File: config.mk
export PLATFORM = sky130hd
export DESIGN_NAME = multicycle_control
export DESIGN_NICKNAME = d
export VERILOG_FILES = /design/src/rtl/mc_ctrl_pkg.sv /design/src/rtl/mc_opdec.sv /design/src/rtl/multicycle_control.sv
export SDC_FILE = /design/constraint.sdc
export NUM_CORES = 1
export LEC_CHECK = 0
export BUFFER_PORTS_ARGS = -buffer_cell sky130_fd_sc_hd__buf_2
export CAP_MARGIN = 20
export CORE_MARGIN = 5
export CORE_UTILIZATION = 37
export DETAILED_ROUTE_END_ITERATION = 12
export GPL_ROUTABILITY_DRIVEN = 0
export PLACE_DENSITY = 0.73
export SETUP_SLACK_MARGIN = 0.05
export SLEW_MARGIN = 20
export SYNTH_ARGS = -nofsm -noshare
export SYNTH_HDL_FRONTEND = slang
export SYNTH_SLANG_ARGS = --single-unit
export TNS_END_PERCENT = 5
File: constraint.sdc
create_clock -name clk -period 1.1 [get_ports clk]
set_input_delay 0.11 -clock clk [delete_from_list [all_inputs] [get_ports clk]]
set_output_delay 0.11 -clock clk [all_outputs]
set_load 0.01 [all_outputs]
File: src/rtl/mc_ctrl_pkg.sv
// rtl/mc_ctrl_pkg.sv - opcode, state and datapath-select encodings for the multicycle controller
package mc_ctrl_pkg;

  localparam logic [5:0] OP_R     = 6'b000000;
  localparam logic [5:0] OP_LW    = 6'b100011;
  localparam logic [5:0] OP_SW    = 6'b101011;
  localparam logic [5:0] OP_BEQ   = 6'b000100;
  localparam logic [5:0] OP_BGEZ  = 6'b100111;
  localparam logic [5:0] OP_XORI  = 6'b001110;
  localparam logic [5:0] OP_BALZ  = 6'b011010;
  localparam logic [5:0] OP_JSPAL = 6'b010011;

  typedef enum logic [4:0] {
    S_IDLE = 5'd0, S_FETCH, S_DECODE, S_MEMADR, S_MEMRD, S_MEMWB, S_MEMWR,
    S_REXEC, S_RWB, S_IEXEC, S_IWB, S_BRANCH, S_JUMP, S_JSPRD, S_JSPWR, S_TRAP
  } state_t;

  typedef enum logic [1:0] {ALU_ADD, ALU_SUB, ALU_FUNCT, ALU_XOR} aluop_t;
  typedef enum logic [1:0] {SRCB_B, SRCB_4, SRCB_IMM, SRCB_IMMSL2} alusrcb_t;
  typedef enum logic [1:0] {PC_ALU, PC_ALUOUT, PC_JUMP, PC_MDR} pcsrc_t;

  typedef struct packed {
    logic r, lw, sw, br, imm, jmp, jsp, bad;
  } opclass_t;

endpackage

File: src/rtl/mc_opdec.sv
// rtl/mc_opdec.sv - opcode to one-hot instruction class; MC_CUSTOM_OPS_EN enables bgez/balz/jspal
module mc_opdec
  import mc_ctrl_pkg::*;
#(
  parameter int OPW = 6
) (
  input  logic [OPW-1:0] opcode,
  output opclass_t       cls
);

  // Upper opcode bits must be zero, so compare against zero-extended constants.
  always_comb begin
    cls = '0;
    case (opcode)
      OPW'(OP_R):     cls.r   = 1'b1;
      OPW'(OP_LW):    cls.lw  = 1'b1;
      OPW'(OP_SW):    cls.sw  = 1'b1;
      OPW'(OP_BEQ):   cls.br  = 1'b1;
      OPW'(OP_XORI):  cls.imm = 1'b1;
`ifdef MC_CUSTOM_OPS_EN
      OPW'(OP_BGEZ):  cls.br  = 1'b1;
      OPW'(OP_BALZ):  cls.jmp = 1'b1;
      OPW'(OP_JSPAL): cls.jsp = 1'b1;
`endif
      default:        cls.bad = 1'b1;
    endcase
  end

endmodule

File: src/rtl/multicycle_control.sv
// rtl/multicycle_control.sv - Moore FSM sequencing the multicycle datapath
// MC_CUSTOM_OPS_EN: decode bgez, balz and jspal (otherwise they trap and branch_gez stays 0)
module multicycle_control
  import mc_ctrl_pkg::*;
#(
  parameter int OPW    = 6,
  parameter int ALUOPW = 2,
  parameter int STW    = 5
) (
  input  logic              clk,
  input  logic              reset,
  input  logic [OPW-1:0]    opcode,
  input  logic              mem_ready,
  output logic              pcwrite,
  output logic              pcwritecond,
  output logic              branch_gez,
  output logic              iord,
  output logic              memread,
  output logic              memwrite,
  output logic              irwrite,
  output logic              memtoreg,
  output logic              regdest,
  output logic              regwrite,
  output logic              ext,
  output logic              alusrca,
  output logic [1:0]        alusrcb,
  output logic [ALUOPW-1:0] aluop,
  output logic [1:0]        pcsrc,
  output logic              illegal,
  output logic [STW-1:0]    state
);

  state_t   state_q, state_d;
  opclass_t cls;
  aluop_t   aluop_e;

  mc_opdec #(.OPW(OPW)) u_opdec (
    .opcode (opcode),
    .cls    (cls)
  );

  always_ff @(posedge clk or posedge reset) begin
    if (reset) state_q <= S_IDLE;
    else       state_q <= state_d;
  end

  assign aluop = ALUOPW'(aluop_e);
  assign state = STW'(state_q);

  always_comb begin
    state_d     = state_q;
    pcwrite     = 1'b0;
    pcwritecond = 1'b0;
    branch_gez  = 1'b0;
    iord        = 1'b0;
    memread     = 1'b0;
    memwrite    = 1'b0;
    irwrite     = 1'b0;
    memtoreg    = 1'b0;
    regdest     = 1'b0;
    regwrite    = 1'b0;
    ext         = 1'b0;
    alusrca     = 1'b0;
    alusrcb     = SRCB_B;
    aluop_e     = ALU_ADD;
    pcsrc       = PC_ALU;
    illegal     = 1'b0;
    case (state_q)
      S_IDLE: state_d = S_FETCH;
      S_FETCH: begin
        memread = 1'b1;
        alusrcb = SRCB_4;
        if (mem_ready) begin
          irwrite = 1'b1;
          pcwrite = 1'b1;
          state_d = S_DECODE;
        end
      end
      // Branch target is computed speculatively into ALUOut here.
      S_DECODE: begin
        alusrcb = SRCB_IMMSL2;
        case (1'b1)
          cls.r:          state_d = S_REXEC;
          cls.lw, cls.sw: state_d = S_MEMADR;
          cls.br:         state_d = S_BRANCH;
          cls.imm:        state_d = S_IEXEC;
`ifdef MC_CUSTOM_OPS_EN
          cls.jmp:        state_d = S_JUMP;
          cls.jsp:        state_d = S_JSPRD;
`else
          cls.jmp, cls.jsp: state_d = S_TRAP;
`endif
          cls.bad:        state_d = S_TRAP;
          default:        state_d = S_TRAP;
        endcase
      end
      S_MEMADR: begin
        alusrca = 1'b1;
        alusrcb = SRCB_IMM;
        state_d = cls.lw ? S_MEMRD : S_MEMWR;
      end
      S_MEMRD: begin
        memread = 1'b1;
        iord    = 1'b1;
        if (mem_ready) state_d = S_MEMWB;
      end
      S_MEMWB: begin
        regwrite = 1'b1;
        memtoreg = 1'b1;
        state_d  = S_FETCH;
      end
      S_MEMWR: begin
        memwrite = 1'b1;
        iord     = 1'b1;
        if (mem_ready) state_d = S_FETCH;
      end
      S_REXEC: begin
        alusrca = 1'b1;
        aluop_e = ALU_FUNCT;
        state_d = S_RWB;
      end
      S_RWB: begin
        regdest  = 1'b1;
        regwrite = 1'b1;
        state_d  = S_FETCH;
      end
      S_IEXEC: begin
        alusrca = 1'b1;
        alusrcb = SRCB_IMM;
        aluop_e = ALU_XOR;
        ext     = 1'b1;
        state_d = S_IWB;
      end
      S_IWB: begin
        regwrite = 1'b1;
        ext      = 1'b1;
        state_d  = S_FETCH;
      end
      S_BRANCH: begin
        alusrca     = 1'b1;
        aluop_e     = ALU_SUB;
        pcwritecond = 1'b1;
        pcsrc       = PC_ALUOUT;
`ifdef MC_CUSTOM_OPS_EN
        branch_gez  = (opcode == OPW'(OP_BGEZ));
`endif
        state_d     = S_FETCH;
      end
`ifdef MC_CUSTOM_OPS_EN
      S_JUMP: begin
        pcwrite = 1'b1;
        pcsrc   = PC_JUMP;
        state_d = S_FETCH;
      end
      S_JSPRD: begin
        memread = 1'b1;
        iord    = 1'b1;
        if (mem_ready) state_d = S_JSPWR;
      end
      // New PC comes from the word just read, loaded as the write completes.
      S_JSPWR: begin
        memwrite = 1'b1;
        iord     = 1'b1;
        pcsrc    = PC_MDR;
        if (mem_ready) begin
          pcwrite = 1'b1;
          state_d = S_FETCH;
        end
      end
`endif
      S_TRAP: begin
        illegal = 1'b1;
        state_d = S_FETCH;
      end
      default: state_d = S_IDLE;
    endcase
  end

endmodule

# Word level (Yosys, flattened, before mapping)

Index checks and enable logic that the tools add are counted.

Equal/unequal tests: 19
Muxes and demuxes: 29
Reductions and logical operators: 11

Operators by type and width:

| cell                                                            | number |
|---|---|
| 5-bit case mux with 8 select lines                              | 1 |
| 5-bit by 4-bit == test with 1-bit output, second input constant | 5 |
| 5-bit by 3-bit == test with 1-bit output, second input constant | 4 |
| 1-bit two-way mux                                               | 18 |
| 5-bit two-way mux                                               | 3 |
| 6-bit == test, second input constant                            | 2 |
| 2-bit case mux with 3 select lines                              | 2 |
| 5-bit by 2-bit == test with 1-bit output, second input constant | 2 |
| 2-bit OR reduction                                              | 5 |
| 4-bit two-way mux                                               | 2 |
| 6-bit by 3-bit == test with 1-bit output, second input constant | 1 |
| 6-bit by 4-bit == test with 1-bit output, second input constant | 1 |
| 6-bit logical NOT                                               | 1 |
| 3-bit two-way mux                                               | 2 |
| 2-bit != test, second input constant                            | 3 |
| 6-bit OR reduction                                              | 1 |
| 5-bit by 1-bit == test with 1-bit output, second input constant | 1 |
| 5-bit logical NOT                                               | 1 |
| 4-bit OR reduction                                              | 1 |
| 3-bit AND reduction                                             | 1 |
| 3-bit OR reduction                                              | 1 |
| 2-bit two-way mux                                               | 1 |

Bits in registers: 5
Bits of input ports: 9
Output and inout port bits: 24
Logic and storage cells: 60

# Depth between registers and ports, before layout

Depth in word-level cells: 7
Mapped depth: 5
Depth with buffers taken out: 4

# Cells and area by module

A second synthesis with hierarchy kept.

Cell total of the unflattened synthesis: 87
Area, all modules: 584.3 µm²

By module, submodules not included:

| module             | times used | cells each | area an instance (µm²) | sequential area each (µm²) |
|---|---|---|---|---|
| multicycle_control | 1          | 69         | 473.0                  | 100.1 |
| mc_opdec           | 1          | 18         | 111.4                  | 0.0 |

# Least setup slack after synthesis

No wires, ideal clock.

Kind: flip-flop to output port
Start: register state_q[2] (netlist: state[2])
End: output port pcwrite
Data arrival time: 1318 ps
Data required time: 990 ps
Path slack: -328 ps
Cell stages (with the launch flop): 4
Path buffers: 1
Cells stage by stage: dfrtp_1 -> or2_1 -> nor3_1 -> buf_4

Word-level cells in the longest chain between the ends: 2

RTL lines:

| element                                  | RTL line                 | RTL |
|---|---|---|
| start: declaration                       | multicycle_control.sv:33 | `state_t state_q, state_d;` |
| start signal: assignment                 | multicycle_control.sv:44 | `else state_q <= state_d;` |
| 5-bit by 1-bit == test with 1-bit output | --                       |  |
| 1-bit two-way mux                        | --                       |  |
| end: declaration                         | multicycle_control.sv:14 | `output logic pcwrite,` |

Every way passes these cells.

# Final worst setup path

Start: register state_q[2] (netlist: state[2])
End: output port regdest

Word-level cells in the longest chain between the ends: 2

RTL lines:

| element                                  | RTL line                 | RTL |
|---|---|---|
| 5-bit by 4-bit == test with 1-bit output | multicycle_control.sv:68 | `case (state_q)` |
| 1-bit two-way mux                        | multicycle_control.sv:68 |  |
| end: declaration                         | multicycle_control.sv:22 | `output logic regdest,` |

Every way passes these cells.

==> results.md <==
* Tot GR Track Use at 0.1726
* Synth Cell Area at around 540 sq um
* Remaining antenna violation count at 0
* Post-layout net count at 129
* Port Buffer Count at 29
* Maximum root-to-sink buffer count at 2
* CTS root buf: clkbuf_4
* Final Hold Viols at 0
* # rows at 13
* First-pass GRT wire length at 2829 um
* N_diodes at 0
* Max FFs per register at 4
* Met1 usage at 0.1907
* I/O pins at 33
* Initial core utilization at 0.4034
* Max Cap Viol at 0
* Initial antenna violation count at 0
* Sink Count at 4
* Post-synth cell types at 35
* Count of flip-flops with a built-in enable after synthesis at 0
* Drt first pass iters at 4
* Pre-CTS setup slack at -86.10 ps
* FF+latch area at 102.6 sq um
* Area occupied by multi-input gates at ~440 sq um
* Skew final at approximately 3.3 ps
* Failing checks: setup timing
* Initial DRC count at 10
* Static Leak at 0.4728 nW
* Power Density at approximately 2900 nW/um^2
* Placed instance count at about 130
* Core area at approximately 1300 sq um
* Sequential area share after synthesis at 0.1860
* Fin crit share at 1.270
* Largest net degree at the start of global routing at 12
* Required @ worst endpoint at 990 ps
* Min Clock Period, post-route at around 1400 ps
* Setup WS post-layout at -297.2 ps
* Die Ht at between 40 and 50 um
* GRT busiest layer: met2
* # setup viols final at 21
* Status: complete, but fails checks
* WL final at between 1500 and 2000 um
* H-tree Lvls at 1
* Layout cells sized above 1 at 0.5882
* P&R area growth vs syn at 70.93%
* Clk slew on worst S/H paths at 40 ps
* Syn avg cell area at 6.987 sq um
* Hold WC Path Type: input pin to register
* Most frequent cells in the layout: buf_2, buf_4, nand2_1
* Most common cell after layout, fill and taps aside: buf_2
* TritonCTS buffer count at 3
* RSZ-0062 raised after global routing: yes
* CTS tree: yes
* Fmax at just over 0.7 GHz
* Remaining DRCs at 0
* GR Util met3 at 0.03321
* Ys Warns at 0
* VDD IR max at 1.136 mV
* Slew Limit Fails at 0
* Fill count at just over 100
* Post-Synthesis Cells at 77
* Crit Path Max Fanout at 7
* Crit path kind: register to output port
* Final setup TNS at -4303 ps
* Final Non-Filler Cells at about 130
* Number of global-route vias before repair at between 600 and 700
* FF+latch count, synth at 4
* Via density at 5.321
* Worst skew pair latency at 230 ps
* Detailed placement HPWL at 1389 um
* CP Data Arrival Time at ~1300 ps
* Worst hold margin at roughly 260 ps
* Setup crit start kind: register
* Routed length per instance at 13.57 um
* Area of the die at 2317 sq um
* Async SR Flop Fraction at 1.000
* Tot Pwr at 0.002637 W
* Via count at just over 700
* Predominant post-synthesis flop cell: dfrtp_1
* GRT overflow at 0
* Die W at between 40 and 50 um
* Met2 GRT Util at 0.2982
* CP Capture Type: output port
repair_timing:
item / in CTS / in global routing
endpoints found under the setup margin: 23 / 24
hold endpoints to repair: 4 / 0
resized for setup: 11 / 3
buffers inserted: 2 / 1
hold buffers: 1 / 0
pin swaps: 3 / 2
per-layer routing:
metal,vias to the layer above,wire length [um]
met5,-,0
met4,0,36
met3,4,97
met2,26,963
met1,340,721
li1,343,-
cells in the mapped netlist (all sizes together), types with 2 or more instances:
master / number / share of area
buf: 10 / 0.13
nor2: 8 / 0.056
a21oi: 7 / 0.065
nand2: 7 / 0.049
dfrtp: 4 / 0.19
nor2b: 4 / 0.060
nor3: 4 / 0.037
inv: 3 / 0.021
nand3: 3 / 0.028
nor3b: 3 / 0.051
xnor2: 3 / 0.049
nand2b: 2 / 0.023
nand4: 2 / 0.023
o21ai: 2 / 0.019
power by group:
group          switching, W  total (W)  internal [W]
logic               0.00103    0.00210       0.00107
clock network     0.0000585   0.000194      0.000136
registers          0.000119   0.000338      0.000220
total               0.00121    0.00264       0.00143
path summary, 6_finish.rpt:
kind	to	cells after the start	from	slack, ps
setup / recovery	regdest	3	state[2]	-300
hold / removal	state[2]	4	opcode[1]	260
setup reg to reg	state[1]	4	state[2]	-170
hold reg to reg	state[2]	2	state[3]	680
max in group asynchronous	state[3]	3	reset	610
min in group asynchronous	state[0]	3	reset	330
metrics by stage:
stage / utilization / instance area (sq um)
finish: 0.6895 / 919.6
global placement: 0.6060 / 808.3
floorplan: - / 630.6
CTS: 0.6745 / 899.6
detailed placement: 0.6060 / 808.3
global route: 0.6895 / 919.6
critical path: stages, from the launching register on:
cell	delay, ps
dfrtp_2	440
or2_4	300
nor3b_2	160
buf_2	150
cell families after synthesis:
group                     after synthesis  share of synthesized area
DFF                                     4                     0.1861
AOI/OAI and AO/OA                      16                     0.1884
xor gates and xnor gates                3                    0.04885
other                                   1                   0.006970
and+or+nand+nor                        39                     0.4070
buffers and inverters                  14                     0.1628
layout make-up:
class / count / share of cell area
clock buffers: 4 / 0.02857
inverters: 3 / 0.01497
multi-input cells: 61 / 0.4830
flip-flops and latches: 4 / 0.1116
well taps: 15 / 0.02041
repair buffers: 47 / 0.3415
Power figures use the tool's default switching activity.
